$ cat src/rtl/pc_gen.sv
// ---------------------------------------------------------------------------
// pc_gen -- fetch program-counter generator
//
// Produces the registered fetch PC. Each cycle it either holds (stall),
// steps by INC, or loads a trap / branch target. A redirect that arrives
// while stalled is parked in a one-entry pending register and applied on
// the first non-stalled edge. A pending trap cannot be displaced by a
// later branch.
//
// Ports
//   clk_i       rising-edge clock
//   rst_ni      asynchronous active-low reset
//   stall_i     hold the PC this cycle
//   trap_i      trap redirect request (highest priority)
//   trap_pc_i   trap target
//   redir_i     branch/jump redirect request
//   redir_pc_i  branch/jump target
//   pc_o        current fetch PC
//   flush_o     pulse: pc_o was just loaded from a non-sequential source
//   pending_o   a redirect is parked awaiting stall release
//   misalign_o  pulse: a misaligned target was rejected
//
// Build option
//   PC_GEN_ALIGN_CHECK_EN  defined   : misaligned targets are rejected and
//                                      reported on misalign_o
//                          undefined : target offset bits are cleared and
//                                      the target is used; misalign_o = 0
// ---------------------------------------------------------------------------
module pc_gen #(
    parameter int                    DATA_WIDTH   = 32,
    parameter logic [DATA_WIDTH-1:0] RESET_VECTOR = '0,
    parameter int                    INC          = 4
) (
    input  logic                  clk_i,
    input  logic                  rst_ni,
    input  logic                  stall_i,
    input  logic                  trap_i,
    input  logic [DATA_WIDTH-1:0] trap_pc_i,
    input  logic                  redir_i,
    input  logic [DATA_WIDTH-1:0] redir_pc_i,
    output logic [DATA_WIDTH-1:0] pc_o,
    output logic                  flush_o,
    output logic                  pending_o,
    output logic                  misalign_o
);

    localparam logic [0:0] RUN  = 1'b0;
    localparam logic [0:0] PEND = 1'b1;

    localparam logic [DATA_WIDTH-1:0] OFF_MASK = DATA_WIDTH'(INC - 1);
    localparam logic [DATA_WIDTH-1:0] INC_V    = DATA_WIDTH'(INC);

    logic [0:0]            state_p0;
    logic [DATA_WIDTH-1:0] pc_p0;
    logic                  flush_p0;
    logic                  pend_trap_p0;
    logic [DATA_WIDTH-1:0] pend_pc_p0;

    logic                  trap_ok;
    logic                  redir_ok;
    logic [DATA_WIDTH-1:0] trap_tgt;
    logic [DATA_WIDTH-1:0] redir_tgt;

    logic [0:0]            state_nxt;
    logic [DATA_WIDTH-1:0] pc_nxt;
    logic                  flush_nxt;
    logic                  pend_load;
    logic                  pend_trap_nxt;
    logic [DATA_WIDTH-1:0] pend_pc_nxt;
    logic                  pend_vld;
    logic                  pend_is_trap;

`ifdef PC_GEN_ALIGN_CHECK_EN
    function automatic logic is_aligned(input logic [DATA_WIDTH-1:0] t);
        return (t & OFF_MASK) == '0;
    endfunction

    logic misalign_p0;
    logic misalign_det;

    assign trap_ok   = trap_i  && is_aligned(trap_pc_i);
    assign redir_ok  = redir_i && is_aligned(redir_pc_i);
    assign trap_tgt  = trap_pc_i;
    assign redir_tgt = redir_pc_i;
    // A misaligned redir hidden behind an accepted trap is simply dropped,
    // so only targets that were actually in contention are reported.
    assign misalign_det = (trap_i && !is_aligned(trap_pc_i)) ||
                          (redir_i && !is_aligned(redir_pc_i) && !trap_ok);

    always_ff @(posedge clk_i or negedge rst_ni) begin
        if (!rst_ni) begin
            misalign_p0 <= 1'b0;
        end else begin
            misalign_p0 <= misalign_det;
        end
    end

    assign misalign_o = misalign_p0;
`else
    function automatic logic [DATA_WIDTH-1:0] align_down(input logic [DATA_WIDTH-1:0] t);
        return t & ~OFF_MASK;
    endfunction

    assign trap_ok    = trap_i;
    assign redir_ok   = redir_i;
    assign trap_tgt   = align_down(trap_pc_i);
    assign redir_tgt  = align_down(redir_pc_i);
    assign misalign_o = 1'b0;
`endif

    assign pend_vld     = (state_p0 == PEND);
    assign pend_is_trap = pend_vld && pend_trap_p0;

    always_comb begin
        state_nxt     = state_p0;
        pc_nxt        = pc_p0;
        flush_nxt     = 1'b0;
        pend_load     = 1'b0;
        pend_trap_nxt = pend_trap_p0;
        pend_pc_nxt   = pend_pc_p0;

        if (stall_i) begin
            // Park the highest-priority live request; a parked trap is
            // never displaced by a branch.
            if (trap_ok) begin
                pend_load     = 1'b1;
                pend_trap_nxt = 1'b1;
                pend_pc_nxt   = trap_tgt;
                state_nxt     = PEND;
            end else if (redir_ok && !pend_is_trap) begin
                pend_load     = 1'b1;
                pend_trap_nxt = 1'b0;
                pend_pc_nxt   = redir_tgt;
                state_nxt     = PEND;
            end
        end else begin
            state_nxt = RUN;
            flush_nxt = 1'b1;
            if (trap_ok) begin
                pc_nxt = trap_tgt;
            end else if (pend_is_trap) begin
                pc_nxt = pend_pc_p0;
            end else if (redir_ok) begin
                pc_nxt = redir_tgt;
            end else if (pend_vld) begin
                pc_nxt = pend_pc_p0;
            end else begin
                pc_nxt    = pc_p0 + INC_V;
                flush_nxt = 1'b0;
            end
        end
    end

    // ---- stage p0: architectural PC and control state ----
    always_ff @(posedge clk_i or negedge rst_ni) begin
        if (!rst_ni) begin
            state_p0     <= RUN;
            pc_p0        <= RESET_VECTOR;
            flush_p0     <= 1'b0;
            pend_trap_p0 <= 1'b0;
        end else begin
            state_p0     <= state_nxt;
            pc_p0        <= pc_nxt;
            flush_p0     <= flush_nxt;
            pend_trap_p0 <= pend_trap_nxt;
        end
    end

    // Pending target is qualified by state_p0, so it needs no reset.
    always_ff @(posedge clk_i) begin
        if (pend_load) begin
            pend_pc_p0 <= pend_pc_nxt;
        end
    end

    assign pc_o      = pc_p0;
    assign flush_o   = flush_p0;
    assign pending_o = pend_vld;

endmodule

$ cat config.mk
export PLATFORM = sky130hd
export DESIGN_NAME = pc_gen
export DESIGN_NICKNAME = d
export VERILOG_FILES = /design/src/rtl/pc_gen.sv
export SDC_FILE = /design/constraint.sdc
export NUM_CORES = 1
export LEC_CHECK = 0
export CAP_MARGIN = 20
export CORE_MARGIN = 8
export CORE_UTILIZATION = 49
export DETAILED_ROUTE_END_ITERATION = 7
export GPL_ROUTABILITY_DRIVEN = 0
export HOLD_SLACK_MARGIN = 0.03
export PLACE_DENSITY = 0.81
export SETUP_SLACK_MARGIN = 0.4
export SYNTH_ARGS = -nofsm -noshare
export SYNTH_HDL_FRONTEND = slang
export SYNTH_SLANG_ARGS = --single-unit
$ cat constraint.sdc
create_clock -name clk_i -period 3.7 [get_ports clk_i]
set_input_delay 0.37 -clock clk_i [delete_from_list [all_inputs] [get_ports clk_i]]
set_output_delay 0.37 -clock clk_i [all_outputs]
set_load 0.005 [all_outputs]
# == Word level (Yosys, flattened, before mapping) ==
# Index checks and enable logic that the tools add are counted.
# W data, S select, Z words.
# op_classes
add_sub_neg,1
bitwise,0
div_mod_pow,0
n_eq_ne,1
reduce_logical,6
n_lt_le_gt_ge,0
n_shift,0
muxes,19
multipliers,0
# ops
cell,count
$mux W32,6
$add A32 B3 Y32 const B,1
$mux W1,13
$ne A3 B1 Y1 const B,1
$reduce_and A3 Y1,1
$logic_and A1 B1 Y1,2
$reduce_and A2 Y1,1
$reduce_bool A2 Y1,1
$logic_not A1 Y1,1
# word_totals
out_inout_bits,35
reg_bits,65
ram_bits,0
inputBits,69
n_memories,0
word_cells,32
latchBits,0
romBits,0

# == Depth between registers and ports, before layout ==
# logic_depth
ltp_word,7
depth_mapped,7
mapped_depth_nobuf,6

# == Least setup slack after synthesis ==
# No wires, ideal clock.
# synth_timing
path_type,register to register
from,"register state_p0, in the netlist pending_o"
to,"register pend_pc_p0[10], enable pin"
n_path_buf,2
setup_slack_ns,0.668
required_ns,3.283
period_less_slack_ns,3.032
arrival_time_ns,2.615
path_stages_with_launch,6
setup_ns,0.417
cell_sequence,dfrtp_1 -> clkbuf_1 -> a21boi_1 -> clkbuf_1 -> nor2_1 -> nor2_1
# synth_via
elab_chain_cells,7
elab_cells_between_ends,8
classes_between,mux: 3; reduce/logical: 5
# synth_rtl
element,line_no,rtl
"start, declared",53,logic [0:0] state_p0;
"start signal, assigned",162,state_p0 <= state_nxt;
$logic_and A1 B1 Y1,112,assign pend_is_trap = pend_vld && pend_trap_p0;
$logic_not A1 Y1,130,end else if (redir_ok && !pend_is_trap) begin
$logic_and A1 B1 Y1,130,
$mux W1,130,
$mux W1,125,if (trap_ok) begin
$mux W1,122,if (stall_i) begin
via pend_load,67,logic pend_load;
$reduce_and A3 Y1 (no line),n/a,
"end signal, assigned",172,pend_pc_p0 <= pend_pc_nxt;
"end, declared",57,logic [DATA_WIDTH-1:0] pend_pc_p0;
# The timed path passes the listed nets, and every way through them passes these cells.
# A chain may end at the register's enable or synchronous reset.

==> metrics.md <==
| Metric | Value |
|---|---|
| Outcome | finished, final reports clean |
| Place WS | 1170 ps |
| Syn_area_per_cell | 9.46 sq um |
| Clk Latency, worst-skew pair | 340 ps |
| Post-synth EDFFs | 30 |
| Nets | 568 |
| Clk root buf | clkbuf_8 |
| CP Launch Type | input port |
| Tot Pwr | 2.14 mW |
| Final instance area | 0.00518 sq mm |
| YS warnings | 0 |
| GRT Total Usage | 22.3% |
| RSZ-0062 raised after global routing | no |
| Post-CTS setup buffer count | 0 |
| Number of global-route vias before repair | 3926 |
| Power Density | 414 mW/mm^2 |
| Die ar. | 0.0111 sq mm |
| Worst Setup End Kind | register |
| Area Growth Syn to Fin | 32.9% |
| Clk pin slew, worst setup/hold paths | 70 ps |
| TritonCTS clock tree | done |
| Antenna violations before repair | 0 |
| Via count | 3890 |
| DP HPWL | 8.47 mm |
| Slew margin rel. | 42.3% |
| Gate Count Post-Synth | 412 |
| Worst hold margin | 454 ps |
| CP Class | input port to register |
| Max cap viols | 0 |
| Fraction of registers with async set/reset | 52.4% |
| Wire length per cell | 20.5 um |
| Row count | 32 |
| Multi-input gate area | 0.00196 sq mm |
| Peak Freq | 448 MHz |
| # diodes | 0 |
| First-iteration detailed-routing DRC count | 285 |
| Grt ovf | 0 |
| Die X | 105 um |
| Largest net degree at the start of global routing | 46 |
| DRC violations left | 0 |
| Number of hold buffers added after cts | 0 |
| Post-place instance area | 0.00494 sq mm |
| First-pass GRT wire length | 20.2 mm |
| Drt pass-1 iters | 5 |
| Synth top area share | 23.1% |
| Fillers | 627 |
| Core ar. | 0.00773 sq mm |
| Data arrival, critical path | 2460 ps |
| Minimum clock period | 2230 ps |
| WL final | 12.4 mm |
| Top post-synthesis cells by count | 37 x a21oi_1, 35 x nand2_1, 33 x dfrtp_1, 33 x o21ai_0, 30 x edfxtp_1 |
| Synth top area cells | edfxtp_1 23%, dfrtp_1 21%, mux2_2 6.1% |
| Top_reg_cell synth | dfrtp_1 |
| Worst Path Required | 3920 ps |
| Clock tree buffer depth | 2 |
| Met3 Use GR | 4.85% |
| DRT antenna net count | 0 |
| Share of layout cells above drive strength 1 | 11.5% |
| Final setup fails | 0 |
| CTS buffer count | 9 |
| Worst path slowest cell | nor2_1 |
| Worst path cell trace | clkdlybuf4s50_1 > nor2_1 > nand2_1 > a21oi_1 > a21oi_1 > o221a_1 |
| HP Class | input port to async pin |
| Worst Skew | 8.34 ps |
| PortBufs | 96 |
| I/O pins | 104 |
| Met1 global-route usage | 28.0% |
| Clock sinks | 63 |
| Synth area leader | edfxtp_1 |
| Top-count cell post-synth | a21oi_1 |
| Post-cts resize count | 0 |
| Max FO, Critical Path | 11 |
| Vias per cell | 6.43 |
| Library cells used by synthesis | 60 |
| Grt met2 use | 36.7% |
| Worst VDD drop | 0.246 mV |
| Crit-path most repeated cell | a21oi_1 |
| Final hold vios | 0 |
| Worst slew pin tran | 863 ps |
| Leakage dissipation | 1.95 nW |
| Htree depth | 3 |
| Seq/Total Area, Yosys | 44.3% |
| CP max stage delay | 680 ps |
| FF/Latch Area | 0.00173 sq mm |
| Area of the mapped netlist | 0.00390 sq mm |
| Setup TNS | 0 ps |
| Max-slew violation total from the final report | 0 |
| Initial Util | 50.5% |
| Seq cells post-synth | 63 |
| Period utilization | 60.3% |
| Die H | 105 um |
| Most crowded layer after global routing | met2 |
| Worst Slack Setup Final | 1470 ps |
## report_power, final
group | internal, mW | switching (mW)
Sequential | 0.814 | 0.0840
Combinational | 0.266 | 0.233
Clock | 0.464 | 0.283
Total | 1.54 | 0.600
## sequential cells by signal, indices dropped and copies added, names as in the netlist
name,flops
flush_o,1
pending_o,1
pend_trap_p0,1
pend_pc_p0,30
pc_o,30
## through the flow
step                utilization, %  instances
floorplan                        -        414
global placement              63.9        589
detailed placement            63.9        589
CTS                           67.0        605
global route                  67.0        605
finish                        67.0        605
## cell families (layout without fill, tap and decap cells)
logic type,Yosys count,count (layout),synth area share [%]
fa+ha+maj,1,1,0.321
buf+inv,52,141,5.62
compound gates,145,145,25.1
other cells,1,3,0.0962
simple gates,118,118,15.9
mux,23,23,6.58
xor+xnor,9,9,2.02
flops,63,63,44.3
## path summary, 6_finish.rpt
kind,endpoint,slack (ps),depth (start not counted),start
min,pc_o[5],450,2,rst_ni
max reg2reg,pc_o[12],1510,5,pending_o
max in group asynchronous,pc_o[16],2890,2,rst_ni
min in group clk_i,pc_o[11],560,2,pend_pc_p0[11]
min reg2reg,pc_o[11],560,2,pend_pc_p0[11]
max,pc_o[26],1470,6,stall_i
## worst max-delay path: cells and delay by family
kind,cells,cell delay [ps]
simple gates,2,1040
compound gates,3,570
buf+inv,1,470
## per-layer routing
layer | wire [um] | vias to the layer above
met5 | 0 | -
met4 | 229 | 0
met3 | 1280 | 20
met2 | 6000 | 228
met1 | 4880 | 1886
li1 | - | 1756
## layout make-up
class	instances	area share, %
repair buffers	107	20.3
multi-input cells	299	37.9
inverters	18	1.30
well taps	102	2.46
clock buffers	10	2.66
clock inverters	6	2.08
flip-flops and latches	63	33.3
## placed cells by master (no fill, tap or decap), types with 14 or more instances in the layout
| cell | count |
|---|---|
| nor2_1 | 17 |
| inv_1 | 18 |
| dfrtp_1 | 33 |
| nand2_1 | 35 |
| nand3_1 | 15 |
| a21oi_1 | 37 |
| clkdlybuf4s50_1 | 95 |
| edfxtp_1 | 30 |
| o21ai_0 | 33 |
| mux2_2 | 21 |
| a221oi_1 | 14 |
Note: power is estimated with default switching activity, not from simulation.
==> RTL edit, RTL diff (same settings) <==
Set the parameter `DATA_WIDTH` to 48 (it was 32).
--- a/src/rtl/pc_gen.sv
+++ b/src/rtl/pc_gen.sv
@@ -27,7 +27,7 @@
 //                                      the target is used; misalign_o = 0
 // ---------------------------------------------------------------------------
 module pc_gen #(
-    parameter int                    DATA_WIDTH   = 32,
+    parameter int                    DATA_WIDTH   = 48,
     parameter logic [DATA_WIDTH-1:0] RESET_VECTOR = '0,
     parameter int                    INC          = 4
 ) (
Ports: changed (resized pc_o, redir_pc_i and trap_pc_i); port bits go from 104 to 152. No check against the original RTL was run, so the function may have changed too.
==> RTL edit against the original RTL <==
Synthesized area up 58%; worst setup slack worse by 0.36 ns; final area up 54%; routed wire length up 68%; fmax down 14%; global-route usage up 2.8 points; sequential cell count up 32; power up 46%; critical path type is now reg2reg; critical endpoint is now pc_o[46].
==> RTL edit: results (changes against the original RTL) <==
| Metric | Value |
|---|---|
| Status | `finished clean (unchanged)` |
| Lkg Pwr | `0.002948 uW (was 0.001949 uW)` |
| First DRT Iteration DRCs | `749 (was 285)` |
| R2R cell count | `7 (was 5)` |
| Post-synth cell types | `70 (was 60)` |
| Fin nets | `895 (was 568)` |
| Final wirelength | `20.86 mm (was 12.39 mm)` |
| P_clk | `939 uW (was 747 uW)` |
| Final setup margin | `1.104 ns (was 1.467 ns)` |
| Fraction of layout cells with a size suffix above 1 | `0.1078 (was 0.1153)` |
| Sw Pwr | `955.8 uW (was 600.1 uW)` |
| Worst setup path start | `pc_o[2] (was stall_i)` |
| H-tree depth | `3 (unchanged)` |
| Root Driver | `clkbuf_16 (was clkbuf_8)` |
| First-pass GRT wire length | `32.48 mm (was 20.20 mm)` |
| Placed instance area | `0.007707 mm^2 (was 0.004936 mm^2)` |
| Post-synth EDFFs | `46 (was 30)` |
| Hold slack | `0.5418 ns (was 0.4542 ns)` |
| WL met2 | `9.776 mm (was 5.997 mm)` |
| Vias in the first global route | `6,206 (was 3,926)` |
| CTS Hold Bufs | `1 (was 0)` |
| FF/Latch Area | `0.002608 mm^2 (was 0.001727 mm^2)` |
| Max Root-Sink Buffers | `2 (unchanged)` |
| GR met1 Demand/Resource | `0.3105 (was 0.2799)` |
| Seq pwr share | `0.445 (was 0.419)` |
| Reg2reg setup slack | `1.10 ns (was 1.51 ns)` |
| Max VDD drop | `242.2 uV (was 246.3 uV)` |
| Worst endpoint data arrival time | `2.82 ns (was 2.46 ns)` |
| Clk pin slew, worst setup/hold paths | `0.07 ns (about the same)` |
| Post-synthesis cell count | `670 (was 412)` |
| Cells after DPL | `953 (was 589)` |
| Fill cells | `1,037 (was 627)` |
| Top cells by count, synth | `nand2_1, nor2_1, a21oi_1 (was a21oi_1, nand2_1, dfrtp_1, o21ai_0, edfxtp_1)` |
| Synth async-reset ratio | `0.5158 (was 0.5238)` |
| Skew final | `0.01094 ns (was 0.008343 ns)` |
| DR WL met3 | `2.060 mm (was 1.281 mm)` |
| Worst-margin pin slew | `0.7728 ns (was 0.8627 ns)` |
| Via-to-Cell Ratio | `6.401 (was 6.430)` |
| Largest net degree at the start of global routing | `65 (was 46)` |
| Final Instance Count excl. Fillers | `970 (was 605)` |
| Synth top area cells | `edfxtp_1, dfrtp_1, mux2_2 (unchanged)` |
| Pre-CTS setup slack | `0.8803 ns (was 1.172 ns)` |
| Worst-path maximum fanout | `6 (was 11)` |
| Sequential power | `1390 uW (was 898 uW)` |
| GR Util met3 | `0.05740 (was 0.04853)` |
| Part of the Yosys area used for sequential elements | `0.4242 (was 0.4429)` |
| Kind of critical path | `reg2reg (was in2reg)` |
| Hpwl dp | `14.57 mm (was 8.466 mm)` |
| Port Buffers | `144 (was 96)` |
| WL met1 | `8.328 mm (was 4.879 mm)` |
| Global Route Usage Sum | `0.2508 (was 0.2228)` |
| RR Endpoint | `pc_o[46] (was pc_o[12])` |
## RTL edit: changes by cell type in the layout (fill, tap and decap cells not counted), moves of 10 or more
| cell | change |
|---|---|
| mux2_2 | +16 |
| clkdlybuf4s50_1 | +46 |
| nand3_1 | +11 |
| nor2_1 | +34 |
| dfrtp_1 | +16 |
| a211oi_1 | +12 |
| o21ai_0 | +11 |
| inv_1 | +13 |
| nand2_1 | +22 |
| a21oi_1 | +15 |
| clkbuf_8 | -10 |
| edfxtp_1 | +16 |
## RTL edit: cell type report
type | instances | share of cell area
well taps | 172 | 0.02689
repair buffers | 158 | 0.1936
clock inverters | 3 | 0.005629
clock buffers | 13 | 0.03002
inverters | 31 | 0.01454
flip-flops and latches | 95 | 0.3258
multi-input cells | 498 | 0.4035
## RTL edit: how the worst min path moves through the flow
stage / startpoint / end / depth (start not counted)
finish: rst_ni / pc_o[37] / 2
global route: rst_ni / pc_o[37] / 2
CTS: rst_ni / pc_o[37] / 2
detailed placement: rst_ni / pc_o[37] / 1
global placement: rst_ni / pc_o[37] / 1
floorplan: rst_ni / flush_o / 0
## RTL edit: critical path, cell delays in order (launching register included)
cell and delay, ns:
dfrtp_1 0.49, ha_1 0.32, nand3_1 0.27, nor4_4 0.52, nand3_2 0.18, or4b_1 0.53, nand3_1 0.09, o21ai_1 0.07
## RTL edit: kinds of logic (layout without fill, tap and decap cells)
group                    after synthesis  after routing  share of synthesized area
flip-flops                            95             95                     0.4242
AND/OR/NAND/NOR                      232            232                     0.2035
other                                  1              3                  0.0006100
buffers and inverters                 79            205                    0.05333
AO/OA/AOI/OAI                        200            200                     0.2109
multiplexers                          47             47                    0.08406
XOR/XNOR                              15             15                    0.02137
adder cells (fa/ha/maj)                1              1                   0.002035
